<file path="config.mk">
export PLATFORM = sky130hd
export DESIGN_NAME = onehot_decoder_skid
export DESIGN_NICKNAME = d
export VERILOG_FILES = /design/src/rtl/onehot_decoder_skid.sv
export SDC_FILE = /design/constraint.sdc
export NUM_CORES = 1
export LEC_CHECK = 0
export ABC_AREA = 1
export CAP_MARGIN = 5
export CORE_MARGIN = 1.5
export CORE_UTILIZATION = 50
export DETAILED_ROUTE_END_ITERATION = 8
export DONT_BUFFER_PORTS = 1
export PLACE_DENSITY = 0.71
export REMOVE_ABC_BUFFERS = 1
export SLEW_MARGIN = 20
export SYNTH_ARGS = -nofsm -noshare
export SYNTH_HDL_FRONTEND = slang
export SYNTH_SLANG_ARGS = --single-unit
</file>
<file path="constraint.sdc">
create_clock -name clk -period 2.4 [get_ports clk]
set_input_delay 0.36 -clock clk [delete_from_list [all_inputs] [get_ports clk]]
set_output_delay 0.36 -clock clk [all_outputs]
set_load 0.01 [all_outputs]
</file>
<file path="src/rtl/onehot_decoder_skid.sv">
// ---------------------------------------------------------------------------------------------
// onehot_decoder_skid
//   Registered binary-to-one-hot decoder with valid/ready on both sides and a two-entry
//   (output + skid) buffer. It sustains one beat per cycle with a fully registered output.
//
// Optional feature macro: ONEHOT_DECODER_RANGE_CHECK_EN
//   defined   : m_error flags indices >= WIDTH; err_count saturates at 255.
//   undefined : m_error and err_count are tied to 0. Out-of-range indices still decode
//               to an all-zero m_unencoded.
//
// Ports
//   clk          in   sole clock, rising edge
//   rst_n        in   asynchronous active-low reset
//   s_encoded    in   [ENC_WIDTH] index to decode
//   s_valid      in   input beat valid
//   s_ready      out  input beat accepted on s_valid && s_ready (registered)
//   m_unencoded  out  [WIDTH] one-hot decode of the held index
//   m_encoded    out  [ENC_WIDTH] held index, aligned with m_unencoded
//   m_error      out  held index >= WIDTH (qualified by m_valid)
//   m_valid      out  output beat valid
//   m_ready      in   downstream accepts on m_valid && m_ready
//   err_count    out  [8] saturating count of accepted out-of-range beats
// ---------------------------------------------------------------------------------------------
module onehot_decoder_skid #(
  parameter int unsigned WIDTH     = 4,
  parameter int unsigned ENC_WIDTH = $clog2(WIDTH)
) (
  input  logic                 clk,
  input  logic                 rst_n,
  input  logic [ENC_WIDTH-1:0] s_encoded,
  input  logic                 s_valid,
  output logic                 s_ready,
  output logic [WIDTH-1:0]     m_unencoded,
  output logic [ENC_WIDTH-1:0] m_encoded,
  output logic                 m_error,
  output logic                 m_valid,
  input  logic                 m_ready,
  output logic [7:0]           err_count
);

  // Output stage
  logic [ENC_WIDTH-1:0] r_out_idx;
  logic [WIDTH-1:0]     r_out_oh;
  logic                 r_out_err;
  logic                 r_out_valid;

  // Skid stage
  logic [ENC_WIDTH-1:0] r_skid_idx;
  logic [WIDTH-1:0]     r_skid_oh;
  logic                 r_skid_err;
  logic                 r_skid_valid;

  logic                 r_s_ready;

  logic [WIDTH-1:0]     w_in_oh;
  logic                 w_in_err;
  logic                 w_accept;
  logic                 w_out_free;

  assign w_accept   = s_valid && r_s_ready;
  assign w_out_free = !r_out_valid || m_ready;

  // Decode on the input side so both storage stages hold the finished result.
  always_comb begin
    w_in_oh = '0;
    for (int unsigned i = 0; i < WIDTH; i++) begin
      if (s_encoded == ENC_WIDTH'(i)) begin
        w_in_oh[i] = 1'b1;
      end
    end
  end

`ifdef ONEHOT_DECODER_RANGE_CHECK_EN
  // A power-of-two WIDTH covers every encodable index, so no error is possible.
  if (WIDTH == (32'd1 << ENC_WIDTH)) begin : g_err_pow2
    assign w_in_err = 1'b0;
  end else begin : g_err_range
    assign w_in_err = (32'(s_encoded) >= WIDTH);
  end

  logic [7:0] r_err_count;

  always_ff @(posedge clk or negedge rst_n) begin
    if (!rst_n) begin
      r_err_count <= 8'd0;
    end else if (w_accept && w_in_err && (r_err_count != 8'hFF)) begin
      r_err_count <= r_err_count + 8'd1;
    end
  end

  assign err_count = r_err_count;
`else
  assign w_in_err  = 1'b0;
  assign err_count = 8'd0;
`endif

  always_ff @(posedge clk or negedge rst_n) begin
    if (!rst_n) begin
      r_out_idx    <= '0;
      r_out_oh     <= '0;
      r_out_err    <= 1'b0;
      r_out_valid  <= 1'b0;
      r_skid_idx   <= '0;
      r_skid_oh    <= '0;
      r_skid_err   <= 1'b0;
      r_skid_valid <= 1'b0;
      r_s_ready    <= 1'b0;
    end else begin
      // Default keeps s_ready tracking skid occupancy; first edge after reset raises it.
      r_s_ready <= !r_skid_valid;
      if (w_out_free) begin
        if (r_skid_valid) begin
          // Skid drains into out; no input can be accepted this cycle (s_ready is 0).
          r_out_idx    <= r_skid_idx;
          r_out_oh     <= r_skid_oh;
          r_out_err    <= r_skid_err;
          r_out_valid  <= 1'b1;
          r_skid_valid <= 1'b0;
          r_s_ready    <= 1'b1;
        end else begin
          r_out_valid <= w_accept;
          if (w_accept) begin
            r_out_idx <= s_encoded;
            r_out_oh  <= w_in_oh;
            r_out_err <= w_in_err;
          end
        end
      end else if (w_accept) begin
        // Out is stalled: park the beat and close the input on the next cycle.
        r_skid_idx   <= s_encoded;
        r_skid_oh    <= w_in_oh;
        r_skid_err   <= w_in_err;
        r_skid_valid <= 1'b1;
        r_s_ready    <= 1'b0;
      end
    end
  end

  assign s_ready     = r_s_ready;
  assign m_valid     = r_out_valid;
  assign m_encoded   = r_out_idx;
  assign m_unencoded = r_out_oh;
  assign m_error     = r_out_err;

endmodule

</file>
==> results of run 1 <==
[flip-flops by register name, summed over array words and instances (netlist names)]
signal        flops
m_encoded         2
m_unencoded       4
r_skid_valid      1
r_skid_idx        2
r_skid_oh         4
m_valid           1
s_ready           1
[cells in the mapped netlist, drive strengths merged]
cell	count	share of area, %
inv	7	4.1
nand2	45	25
nor2	3	1.8
nand3	4	2.6
nand4	1	2.8
o21ai	6	3.9
dfrtp	15	49
conb	1	0.49
buf	10	10
[area by class of cell]
cell class,instances,area [µm²]
clock buffer,4,26.3
fill,115,597
inverter,7,31.3
multi-input combinational,68,308
sequential,15,375
tap,15,18.8
timing repair buffer,1,10.0
[what timing repair did]
item,in CTS,in global routing
setup endpoints to repair,0,0
hold endpoints to repair,15,0
hold buffers,1,0
[worst min path at each step]
stage	to	cells past startpoint
2_1_floorplan	m_encoded[0]	0
3_3_place_gp	m_unencoded[2]	0
3_5_place_dp	m_unencoded[2]	0
4_1_cts	s_ready	2
5_1_grt	r_skid_oh[1]	2
6_report	s_ready	2
[where the power goes]
group | leakage (nW) | switching [mW] | internal [mW] | total (mW)
Clock | 0.0150 | 0.0817 | 0.0646 | 0.146
Combinational | 0.222 | 0.0730 | 0.0403 | 0.113
Sequential | 0.189 | 0.0605 | 0.311 | 0.371
[per-layer routing]
| metal | global-route usage [%] | part of all wire (%) | wire (µm) | vias up |
|---|---|---|---|---|
| met3 | 9.48 | 8.0 | 105 | 5 |
| met1 | 20.3 | 49 | 643 | 254 |
| met4 | 9.38 | 2.5 | 33 | 0 |
| met2 | 25.6 | 40 | 528 | 27 |
| met5 | 0 | 0 | 0 | - |
| li1 | - | - | - | 268 |
[per-stage QoR]
step	area, µm²	std cells	setup WS [ps]
2_1_floorplan	714	90	1450
3_5_place_dp	733	105	1370
4_1_cts	769	110	1240
3_3_place_gp	733	105	1380
5_1_grt	769	110	1200
6_report	769	110	1240
[logic make-up after synthesis]
kind of cell,Yosys count
flops,15
compound gates,6
other cells,1
simple gates,53
buf+inv,17
==> flow_metrics.tcl, run 1 <==
set metrics [dict create \
    first_global_vias 489 \
    crit_type "reg2out" \
    finalNetCount 102 \
    setup_viol 0 \
    fmax_mhz 866 \
    muxShareOfSynthArea_pct 0 \
    grt_setup_unrepaired "false" \
    grt_usage_pct 17.4 \
    end_kind "primary output" \
    wl_per_cell_um 11.9 \
    layout_common_cells "41 x nand2_1, 15 x dfrtp_1, 9 x conb_1" \
    fin_crit_sh_pct 48.1 \
    dp_hpwl_um 965 \
    ant_nets 0 \
    grt_pass1_wl_um 2260 \
    drc_errors 0 \
    synthCells 92 \
    final.setup_skew_ps 10.2 \
    cp.required_ps 2040 \
    synth_xor_area_share_pct 0 \
    antenna_found_initial 0 \
    synth_top_family_by_area "simple AND/OR/NAND/NOR gates" \
    critical_path_arrival_ps 800 \
    status "complete, no violations" \
    io_pins 23 \
    rr_startpoint "r_skid_valid" \
    path_depth 0 \
    core-area_um2 1370 \
    hold_violations 0 \
    grt.overflow.total 0 \
    reg2reg_slack_ps 1330 \
    dieArea_um2 1770 \
    die_h_um 42.1 \
    wl_um 1310 \
    regToRegEndpoint "m_unencoded[0]" \
    worst_skew_pair.late_latency_ps 290 \
    startpoint "m_valid" \
    clk_pin_slew_ps 90 \
    area_growth_syn_to_layout_pct 0.820 \
    tightest_slew_ps 673 \
    clkSinkCount 15 \
    grt_max_degree 16 \
    whs_ps 203 \
    cts_tree "built" \
    postCtsSetupBuffers 0 \
    fin_tns_setup_ps 0 \
    numPortBuffers 0 \
    diodes 0 \
    relSlewSlack_pct 55.0 \
    slew_violations 0 \
    synth_compound_gate_area_share_pct 3.93 \
    start_kind "register" \
    p_leak_nw 0.426 \
    via_per_inst 5.04 \
    drive_gt1_share_pct 11.6 \
    drtPass1Iterations 4 \
    synth-simple-area-share_pct 32.0 \
    place.gp.congestion 0.848 \
    row_count 13 \
    peakVddDrop_v 0.000444 \
    final_common_cell "nand2_1" \
    start_util_pct 55.9 \
    syn_area_um2 763 \
    powerDensity_nw_per_um2 820 \
    first_iter_violations 14 \
    cts-buffers-inserted 3 \
    die_w_um 42.1 \
    synth_fa_ha_area_share_pct 0 \
    clockBufferDepth 2 \
    synth.distinct_cells 14 \
    syn_area_per_cell_um2 8.30 \
    cts-root-buf "clkbuf_4" \
    yosys_warnings 0 \
    hp-start "m_ready" \
    period_minus_slack_ps 1160 \
    yosysSeqAreaShare_pct 49.2 \
    crit_path_end "m_valid" \
    htree_levels 1 \
    cts_resized 0 \
    maxCapViolCount 0 \
    cp_max_fo 4 \
    reg2regPathDepth 6 \
    via_count 554 \
    fin_total_pwr_mw 0.631 \
    ys_ff_latch 15 \
    fin_util_pct 56.3 \
    hp-class "in2reg" \
]
No activity file was read; power rests on OpenSTA's default activity.
==> inputs of run 2 (changes only) <==
==> constraint.sdc (replaced) <==
create_clock -name clk -period 1.2 [get_ports clk]
set_input_delay 0.18 -clock clk [delete_from_list [all_inputs] [get_ports clk]]
set_output_delay 0.18 -clock clk [all_outputs]
set_load 0.01 [all_outputs]
==> results of run 2 <==
The final DEF is identical to that of run 1. Status: complete, no violations.
Main changes from that run: setup slack after placement 1370 ps -> 174 ps; setup slack after layout 1240 ps -> 127 ps; hold slack 203 ps -> 23.2 ps; start point of the critical path m_valid -> r_skid_valid; end point of the critical path m_valid -> m_unencoded[0]; register-to-register setup slack 1330 ps -> 130 ps; total power 0.631 mW -> 1.26 mW; worst IR drop on VDD 0.000444 V -> 0.000887 V
